$ cat config.mk
export PLATFORM = sky130hd
export DESIGN_NAME = kugelblitz_rewrite_ctrl
export DESIGN_NICKNAME = d
export VERILOG_FILES = /design/src/rtl/kugelblitz_rewrite_ctrl.sv
export SDC_FILE = /design/constraint.sdc
export NUM_CORES = 1
export LEC_CHECK = 0
export BUFFER_PORTS_ARGS = -buffer_cell sky130_fd_sc_hd__clkbuf_2
export CORE_ASPECT_RATIO = 0.8
export CORE_MARGIN = 2
export CORE_UTILIZATION = 59
export DETAILED_ROUTE_END_ITERATION = 10
export MAX_ROUTING_LAYER = met4
export PLACE_DENSITY_LB_ADDON = 0.2
export SETUP_SLACK_MARGIN = 0.5
export SYNTH_ARGS = -nofsm -noshare
export SYNTH_HDL_FRONTEND = slang
export SYNTH_SLANG_ARGS = --single-unit
$ cat constraint.sdc
create_clock -name clk -period 3.8 [get_ports clk]
set_input_delay 0.19 -clock clk [delete_from_list [all_inputs] [get_ports clk]]
set_output_delay 0.19 -clock clk [all_outputs]
set_load 0.005 [all_outputs]
$ cat src/rtl/kugelblitz_rewrite_ctrl.sv
// kugelblitz rewrite rule controller: shadow/active rule tables,
// frame-boundary commit and per-port frame/rewrite statistics.
module kugelblitz_rewrite_ctrl #(
  parameter int RULE_COUNT   = 4,
  parameter int KEEP_WIDTH   = 64,
  parameter int OFFSET_WIDTH = 6,
  parameter int IDX_WIDTH    = 2,
  parameter int CNT_WIDTH    = 32
) (
  input  logic                               clk,
  input  logic                               rst_n,
  input  logic                               cfg_wr_en,
  input  logic [IDX_WIDTH-1:0]               cfg_wr_idx,
  input  logic                               cfg_wr_enable,
  input  logic [OFFSET_WIDTH-1:0]            cfg_wr_offset,
  input  logic [7:0]                         cfg_wr_data,
  input  logic                               cfg_commit,
  output logic                               cfg_commit_pending,
  input  logic                               mon_tvalid,
  input  logic                               mon_tready,
  input  logic                               mon_tlast,
  output logic [RULE_COUNT-1:0]              rw_valid,
  output logic [RULE_COUNT*OFFSET_WIDTH-1:0] rw_offset,
  output logic [RULE_COUNT*8-1:0]            rw_data,
  input  logic                               stat_clr,
  output logic [CNT_WIDTH-1:0]               stat_frames,
  output logic [CNT_WIDTH-1:0]               stat_rewrites
);

  if (OFFSET_WIDTH != $clog2(KEEP_WIDTH)) begin : g_chk_off
    $error("OFFSET_WIDTH must equal clog2(KEEP_WIDTH)");
  end
  if (IDX_WIDTH != $clog2(RULE_COUNT)) begin : g_chk_idx
    $error("IDX_WIDTH must equal clog2(RULE_COUNT)");
  end

  typedef enum logic {
    SOF = 1'b0,
    MID = 1'b1
  } state_t;

  localparam logic [CNT_WIDTH-1:0] CNT_ONE = 1;

  state_t state, state_nxt;

  logic [RULE_COUNT-1:0]                   sh_en, act_en;
  logic [RULE_COUNT-1:0][OFFSET_WIDTH-1:0] sh_off, act_off;
  logic [RULE_COUNT-1:0][7:0]              sh_dat, act_dat;
  logic                                    pending;

  logic hs;
  logic eof;
  logic apply;

  assign hs  = mon_tvalid & mon_tready;
  assign eof = hs & mon_tlast;
  // An idle SOF cycle or any frame end is a safe point to swap tables.
  assign apply = pending & (((state == SOF) & ~hs) | eof);

  always_comb begin
    state_nxt = state;
    unique case (state)
      SOF: if (hs & ~mon_tlast) state_nxt = MID;
      MID: if (eof) state_nxt = SOF;
      default: state_nxt = SOF;
    endcase
  end

  always_ff @(posedge clk) begin
    if (!rst_n) state <= SOF;
    else        state <= state_nxt;
  end

  always_ff @(posedge clk) begin
    if (!rst_n) begin
      sh_en  <= '0;
      sh_off <= '0;
      sh_dat <= '0;
    end else if (cfg_wr_en) begin
      sh_en[cfg_wr_idx]  <= cfg_wr_enable;
      sh_off[cfg_wr_idx] <= cfg_wr_offset;
      sh_dat[cfg_wr_idx] <= cfg_wr_data;
    end
  end

  // Active table copies the registered shadow, so a same-cycle write misses it.
  always_ff @(posedge clk) begin
    if (!rst_n) begin
      act_en  <= '0;
      act_off <= '0;
      act_dat <= '0;
    end else if (apply) begin
      act_en  <= sh_en;
      act_off <= sh_off;
      act_dat <= sh_dat;
    end
  end

  always_ff @(posedge clk) begin
    if (!rst_n)          pending <= 1'b0;
    else if (cfg_commit) pending <= 1'b1;
    else if (apply)      pending <= 1'b0;
  end

  always_ff @(posedge clk) begin
    if (!rst_n)        stat_frames <= '0;
    else if (stat_clr) stat_frames <= '0;
    else if (eof)      stat_frames <= stat_frames + CNT_ONE;
  end

  always_ff @(posedge clk) begin
    if (!rst_n)
      stat_rewrites <= '0;
    else if (stat_clr)
      stat_rewrites <= '0;
    else if (hs && state == SOF && |act_en)
      stat_rewrites <= stat_rewrites + CNT_ONE;
  end

  assign cfg_commit_pending = pending;
  assign rw_valid  = act_en & {RULE_COUNT{state == SOF}};
  assign rw_offset = act_off;
  assign rw_data   = act_dat;

endmodule

* Word-level counts from Yosys, hierarchy flattened *
Index checks and enable logic that the tools add are counted.

storage, ports and cells
  output and inout bits = 125
  register bits = 186

cells by class
  reductions and logical operators = 6
  add/subtract/negate cells = 2
  bitwise gates (word level) = 11
  mux-type cells = 14
  magnitude comparators = 2

operator list
  kind                                                               count
  adder 32 x 1 -> 32 bit, second input constant                      2
  bitwise mux 32 bit                                                 1
  bitwise mux 24 bit                                                 1
  demux 8 bit (select 2 bit)                                         1
  demux 6 bit (select 2 bit)                                         1
  two-way mux 8 bit                                                  1
  two-way mux 6 bit                                                  1
  bitwise AND 1 bit                                                  5
  two-way mux 1 bit                                                  5
  bitwise AND 4 bit                                                  1
  bitwise mux 4 bit                                                  1
  inverter 1 bit                                                     4
  OR reduction 4 bit                                                 1
  logical AND 1 bit                                                  3
  < comparator 2 x 3 -> 1 bit, second input constant                 1
  demux 1 bit (select 2 bit)                                         1
  greater-or-equal comparator 2 x 1 -> 1 bit, second input constant  1
  case mux 1 bit (2 select lines)                                    1
  nonzero test 2 bit                                                 1
  OR reduction 2 bit                                                 1
  bitwise OR 1 bit                                                   1

* Depth between registers and ports, before layout *
Gate-level depths: netlist of run 1.

  word-level depth = 7
  gate-level depth with buffers = 6

* Worst setup path after synthesis of run 1 *
Ideal clock, no wire load.

  path kind = register to register
  from = register stat_rewrites[4]
  to = register stat_rewrites[26]
  clock period less this slack = 1935 ps
  setup slack = 1865 ps
  stages on the path, launching flop included = 6
  data arrival time = 1865 ps
  data required time = 3730 ps
  path buffers = 1
  cells stage by stage = dfxtp_1 nand4_2 or4_4 buf_6 or4_1 a21oi_1

between the ends
  longest elaborated chain between the ends = 1

RTL lines
  item                      RTL line  text
  start: declaration        27        output logic [CNT_WIDTH-1:0] stat_rewrites
  start signal: assignment  117       stat_rewrites <= stat_rewrites + CNT_ONE;
  adder 32 x 1 -> 32 bit    117

No other way between the ends.
A chain may end at the register's enable or synchronous reset.

* Worst setup path after layout of run 1 *
  from = register stat_frames[0]
  to = register stat_frames[20]

between the ends
  longest elaborated chain between the ends = 1

RTL lines
  item                      RTL line  text
  start: declaration        26        output logic [CNT_WIDTH-1:0] stat_frames,
  start signal: assignment  108       else if (eof) stat_frames <= stat_frames + CNT_ONE;
  adder 32 x 1 -> 32 bit    108

No other way between the ends.

==> results of run 1 <==
## metal layers
metal  routed length [microns]  vias up  global-route usage (%)  share of wire (%)
li1                          -     3425                       -                  -
met1                      8760     3235                    37.3                 47
met2                      8410      198                    41.4                 45
met3                       958       27                    4.77                5.2
met4                       357        0                    8.85                1.9
met5                         0        -                       -                  0
## stage by stage
stage | util [%] | power (W) | cell area, sq um | std cells | hold slack, ps
6_report | 70.6 | 0.00380 | 9020 | 1220 | 56.2
5_1_grt | 70.6 | 0.00392 | 9020 | 1220 | 69.1
4_1_cts | 70.6 | 0.00381 | 9020 | 1220 | 46.3
3_5_place_dp | 66.3 | 0.00221 | 8480 | 1188 | 427
3_3_place_gp | 66.3 | 0.00221 | 8480 | 1188 | 422
2_1_floorplan | - | 0.00214 | 7690 | 921 | 329
## worst min-delay path, cell delays in order
cell,delay (ps)
clkbuf_2,120
nand2_1,60
a21boi_0,60
## cell type report
cell class / count / share of cell area [%]
Tap cell: 175 / 2.43
Clock buffer: 19 / 4.91
Sequential cell: 186 / 41.3
Timing Repair Buffer: 157 / 8.96
Multi-Input combinational cell: 663 / 41.1
Clock inverter: 12 / 1.03
Inverter: 8 / 0.333
## worst min-delay path by stage
stage	from	endpoint	slack, ps	depth (start not counted)
after global routing	cfg_wr_offset[5]	sh_off[23]	70	3
after detailed placement	cfg_commit	cfg_commit_pending	430	3
after CTS	cfg_wr_offset[0]	sh_off[12]	50	3
after floorplan	cfg_commit	cfg_commit_pending	330	2
final	cfg_wr_offset[0]	sh_off[12]	60	3
after global placement	cfg_commit	cfg_commit_pending	420	3
## cell families (layout without fill, tap and decap cells)
kind of cell	Yosys count	count (layout)	synth area share, %
AO/OA/AOI/OAI	212	212	19.1
flip-flops	186	186	48.4
AND/OR/NAND/NOR	431	431	26.3
adder cells (fa/ha/maj)	2	2	0.325
XOR/XNOR	17	17	1.94
multiplexers	1	1	0.130
buffers and inverters	72	196	3.74
## synth_stat cells, drive strengths merged
cell type	n
nor2b	6
nor3	4
nand3b	2
or3b	1
nor4	13
ha	2
o41ai	1
and2	4
buf	6
nor2	23
dfxtp	186
o21a	4
xor2	6
nand3	25
xnor2	11
and3b	1
nand2b	3
a21oi	42
clkbuf	58
or4	31
and3	5
nand4b	1
a21boi	120
o311ai	3
or2	2
mux2i	1
inv	8
nor3b	2
nand4	23
o21ai	10
nand2	268
o31ai	29
and4	9
or3	8
o31a	3
## power groups by stage
stage / logic (W) / registers, W / clock network, W
6_report: 0.000176 / 0.00199 / 0.00163
5_1_grt: 0.000195 / 0.00200 / 0.00172
4_1_cts: 0.000176 / 0.00199 / 0.00164
3_5_place_dp: 0.000174 / 0.00204 / 0
3_3_place_gp: 0.000172 / 0.00204 / 0
2_1_floorplan: 0.000109 / 0.00203 / 0
## registers in the layout, indices dropped and copies added, names as in the netlist
register,cells
stat_frames,32
rw_offset,24
sh_en,4
cfg_commit_pending,1
sh_off,24
act_en,4
rw_data,32
sh_dat,32
state,1
stat_rewrites,32
==> impl_metrics.toml, run 1 <==
[critical_path]
path_cells = "ha_1 > and3_1 > nand3_1 > or4_1 > a21oi_1"
max_stage_delay_ps = 570
crit_type = "reg -> reg"
crit_path_start = "stat_frames[0]"
critPathArrivalTime_ps = 2460
crit_fanout = 9
cp-end-kind = "flip-flop"
regToRegSetupSlack_ps = 1690
crit_path_start_kind = "flip-flop"
timing.rr.start = "stat_frames[0]"
r2r_end = "stat_frames[20]"
slowest_stage = "or4_1"
crit_end = "stat_frames[20]"
critPathTopFamily = "simple AND/OR/NAND/NOR gates"
cp.depth = 5
reg2regPathDepth = 5
worstPathRequired_ps = 4150
path_buf_inv = 0

[finish]
final_common_cell = "nand2_1"
drive_above_1_share_pct = 19.1
final_cell_mix = "nand2_1 (268), dfxtp_1 (186), clkbuf_2 (148)"
fill_cells = 1060
num_antenna_cells = 0
nets = 1060
regArea_sq_mm = 0.00372
multi_input_area_sq_mm = 0.00371
syn_to_final_growth_pct = 17.3

[routing]
ant_nets = 0
drtIter0Drc = 586
wl_per_cell_microns = 15.2
vias_per_cell = 5.64
vias = 6885
dr.pass1.iters = 5
drcViolationCount = 0
wirelength_microns = 18500

[grt]
grt.total_usage_pct = 27.3
grt_max_degree = 124
grt_pass1_wl_microns = 30400
grt.overflow.total = 0
grt_antenna_before_repair = 0
grt_pass1_vias = 6152

[clock_network]
htree_levels = 4
cts_buffers = 17
path_clk_slew_ps = 70
clockBufferDepth = 2
cts_resized = 0
postCtsHoldBufs = 1
cts_tree = "built"
cts-root-buf = "clkbuf_16"
cts.sinks = 186
cts_setup_buffers = 0
clock_latency_ps = 430

[flow_run]
max_cap_violations = 0

[timing]
maxSlewHeadroom_pct = 15.9
rsz0062_at_grt = "no"
fin_skew_ps = 13.0
finalHoldViolations = 0
slew_violations = 0
fin_crit_sh_pct = 55.5
final.setup.worst_slack_ps = 1690
fin_crit_ps = 2110
fin_setup_tns_ps = 0
fmax_mhz = 474
setup_viol = 0
worstMarginPinSlew_ps = 1260

[place]
gp_congestion = 0.804
dp_hpwl_microns = 12300
place_ws_ps = 1540
port_buffers = 149

[yosys]
ys_ff_latch = 186
syn_nets = 948
syn_inst = 921
yosysWarningCount = 0
synth_area_sq_mm = 0.00769
yosys-top-cells-area = "dfxtp_1 (48%), nand2_1 (13%), a21boi_0 (12%)"
synth_top_cell_by_area = "dfxtp_1"
seq_area_frac_synth_pct = 48.4
synth.distinct_cells = 42
synth_top_area_share_pct = 48.4
syn_avg_cell_area_sq_um = 8.35

[die]
pin_count = 150
dieArea_sq_mm = 0.0140
core_area_sq_mm = 0.0128
die_y_microns = 106
die_x_microns = 132
rows = 37
initial_core_util_pct = 60.2

[pwr]
p_seq_share_pct = 52.5
ir_drop_uv = 415
p_clk_share_pct = 42.9
share_comb_of_total_power_pct = 4.6
switching_share_pct = 23.9
power.switching_w = 0.000907
p_leak_nw = 3.18
p_int_w = 0.00289
power.density_mw_per_mm2 = 421

[run_status]
status = "completed"

[worst_hold_path]
hp-class = "in -> reg"
No activity file was read; power rests on OpenSTA's default activity.
==> inputs of run 2 (changes only) <==
--- a/config.mk
+++ b/config.mk
@@ -8,7 +8,7 @@
 export BUFFER_PORTS_ARGS = -buffer_cell sky130_fd_sc_hd__clkbuf_2
 export CORE_ASPECT_RATIO = 0.8
 export CORE_MARGIN = 2
-export CORE_UTILIZATION = 59
+export CORE_UTILIZATION = 55
 export DETAILED_ROUTE_END_ITERATION = 10
 export MAX_ROUTING_LAYER = met4
 export PLACE_DENSITY_LB_ADDON = 0.2
==> constraint.sdc (replaced) <==
create_clock -name clk -period 2.1 [get_ports clk]
set_input_delay 0.105 -clock clk [delete_from_list [all_inputs] [get_ports clk]]
set_output_delay 0.105 -clock clk [all_outputs]
set_load 0.005 [all_outputs]
==> run 2 against run 1 <==
  * Final cell count is 8.7% higher
  * Combinational power is 120% higher
  * Worst hold slack better by 99 ps
  * Total power is 85% higher
  * Critical endpoint is now stat_rewrites[16]
  * Largest cell class is now multi-input combinational cells
  * Largest power group unchanged
==> impl_metrics.toml, run 2 (synthesis results as in run 1) <==
[finish]
syn_to_final_growth_pct = 36.2
nets = 1160
fill_cells = 962
num_antenna_cells = 0
final_util_pct = 77.0
drive_above_1_share_pct = 33.4
final_cell_area_sq_mm = 0.0105
final-instance-count-excl-fill = 1326
final_cell_mix = "nand2_1 (267), clkbuf_2 (148), dfxtp_1 (144)"
final_common_cell = "nand2_1"

[pwr]
power.density_mw_per_mm2 = 672
p_leak_nw = 3.81
ir_drop_uv = 697

[grt]
grt_max_degree = 123
grt.total_usage_pct = 30.2
grt_pass1_wl_microns = 34700
grt.overflow.total = 0
grt_pass1_vias = 6977
grt_antenna_before_repair = 0

[flow_run]
max_cap_violations = 0

[place]
placedCellCount = 1201
placedInstanceArea_sq_mm = 0.00870
port_buffers = 149
dp_hpwl_microns = 12400
gp_congestion = 0.831

[clock_network]
path_clk_slew_ps = 70
clock_latency_ps = 430
cts_buffers = 17
cts-root-buf = "clkbuf_16"
cts.sinks = 186
htree_levels = 4
clockBufferDepth = 2
cts_tree = "built"

[die]
die_x_microns = 136
initial_core_util_pct = 56.6
dieArea_sq_mm = 0.0150
core_area_sq_mm = 0.0136
die_y_microns = 110
rows = 38
pin_count = 150

[timing]
fin_crit_ps = 2000
fin_skew_ps = 13.1
fin_setup_tns_ps = 0
rsz0062_at_grt = "yes"
hold_slack_ps = 155
setup_viol = 0
slew_violations = 0
finalHoldViolations = 0
fmax_mhz = 499
worstMarginPinSlew_ps = 724
fin_crit_sh_pct = 95.4
maxSlewHeadroom_pct = 51.6

[routing]
ant_nets = 0
dr.pass1.iters = 5
wirelength_microns = 23200
drtIter0Drc = 785
vias = 7750
wl_per_cell_microns = 17.5
drcViolationCount = 0
vias_per_cell = 5.84

[critical_path]
timing.rr.start = "stat_rewrites[3]"
critPathArrivalTime_ps = 2330
slowest_stage = "or4_1"
path_cells = "nand4_4 > buf_4 > or3_4 > or4_1 > a21oi_1"
max_stage_delay_ps = 550
crit_type = "reg -> reg"
worstPathRequired_ps = 2430
regToRegSetupSlack_ps = 100
crit_fanout = 5
r2r_end = "stat_rewrites[16]"
reg2regPathDepth = 5
cp-end-kind = "flip-flop"
crit_path_start_kind = "flip-flop"

[worst_hold_path]
hp-class = "in -> reg"
worstHoldStart = "stat_clr"
min_path_cells = 5
holdPathEnd = "stat_frames[18]"

[run_status]
status = "completed"
-- run 2: power breakdown --
group | internal, W | total [W] | switching, W | leakage (nW)
Combinational | 0.000151 | 0.000390 | 0.000239 | 2.00
Sequential | 0.00355 | 0.00358 | 0.0000304 | 1.53
Clock | 0.00171 | 0.00307 | 0.00136 | 0.280
-- run 2: what timing repair did --
| action | in CTS | in global routing |
|---|---|---|
| pin swaps | 47 | 27 |
| setup buffers | 56 | 14 |
| gates resized for setup | 62 | 60 |
| hold endpoints to repair | 56 | 0 |
| hold buffers | 16 | 0 |
| setup endpoints to repair | 39 | 63 |
| gates cloned | 6 | 1 |
-- run 2: per-layer routing --
metal / GRT usage (%) / wire length (microns)
met5: - / 0
met4: 11.3 / 797
met3: 6.50 / 1890
met2: 46.6 / 10900
met1: 39.1 / 9670
-- run 2: layout make-up --
| type | instances | area [sq um] | share of cell area (%) |
|---|---|---|---|
| multi-input combinational | 668 | 4150 | 39.6 |
| sequential | 186 | 3830 | 36.5 |
| timing repair buffer | 252 | 1670 | 16.0 |
| clock buffer | 23 | 509 | 4.86 |
| tap | 180 | 225 | 2.15 |
| clock inverter | 9 | 61.3 | 0.585 |
| inverter | 8 | 30.0 | 0.287 |
-- run 2: metrics by stage --
| step | power, W | setup slack [ps] |
|---|---|---|
| after detailed placement | 0.00402 | 125 |
| final | 0.00704 | 95.8 |
| after CTS | 0.00706 | 232 |
| after global routing | 0.00728 | 87.9 |
| after global placement | 0.00401 | 194 |
| after floorplan | 0.00387 | 291 |
-- run 2: worst max-delay path by stage --
stage	from	end	slack, ps	depth (start not counted)
finish	stat_rewrites[3]	stat_rewrites[16]	100	5
global route	stat_rewrites[17]	stat_rewrites[25]	90	4
CTS	stat_rewrites[16]	stat_rewrites[23]	230	4
detailed placement	act_en[1]	stat_rewrites[23]	130	5
global placement	act_en[3]	stat_rewrites[31]	190	5
floorplan	stat_rewrites[7]	stat_rewrites[27]	290	5
-- run 2: critical path, delay by kind of cell, from the launching register on --
family	cells	cell delay, ps
buf+inv	1	180
flops	1	370
simple gates	3	1100
compound gates	1	250
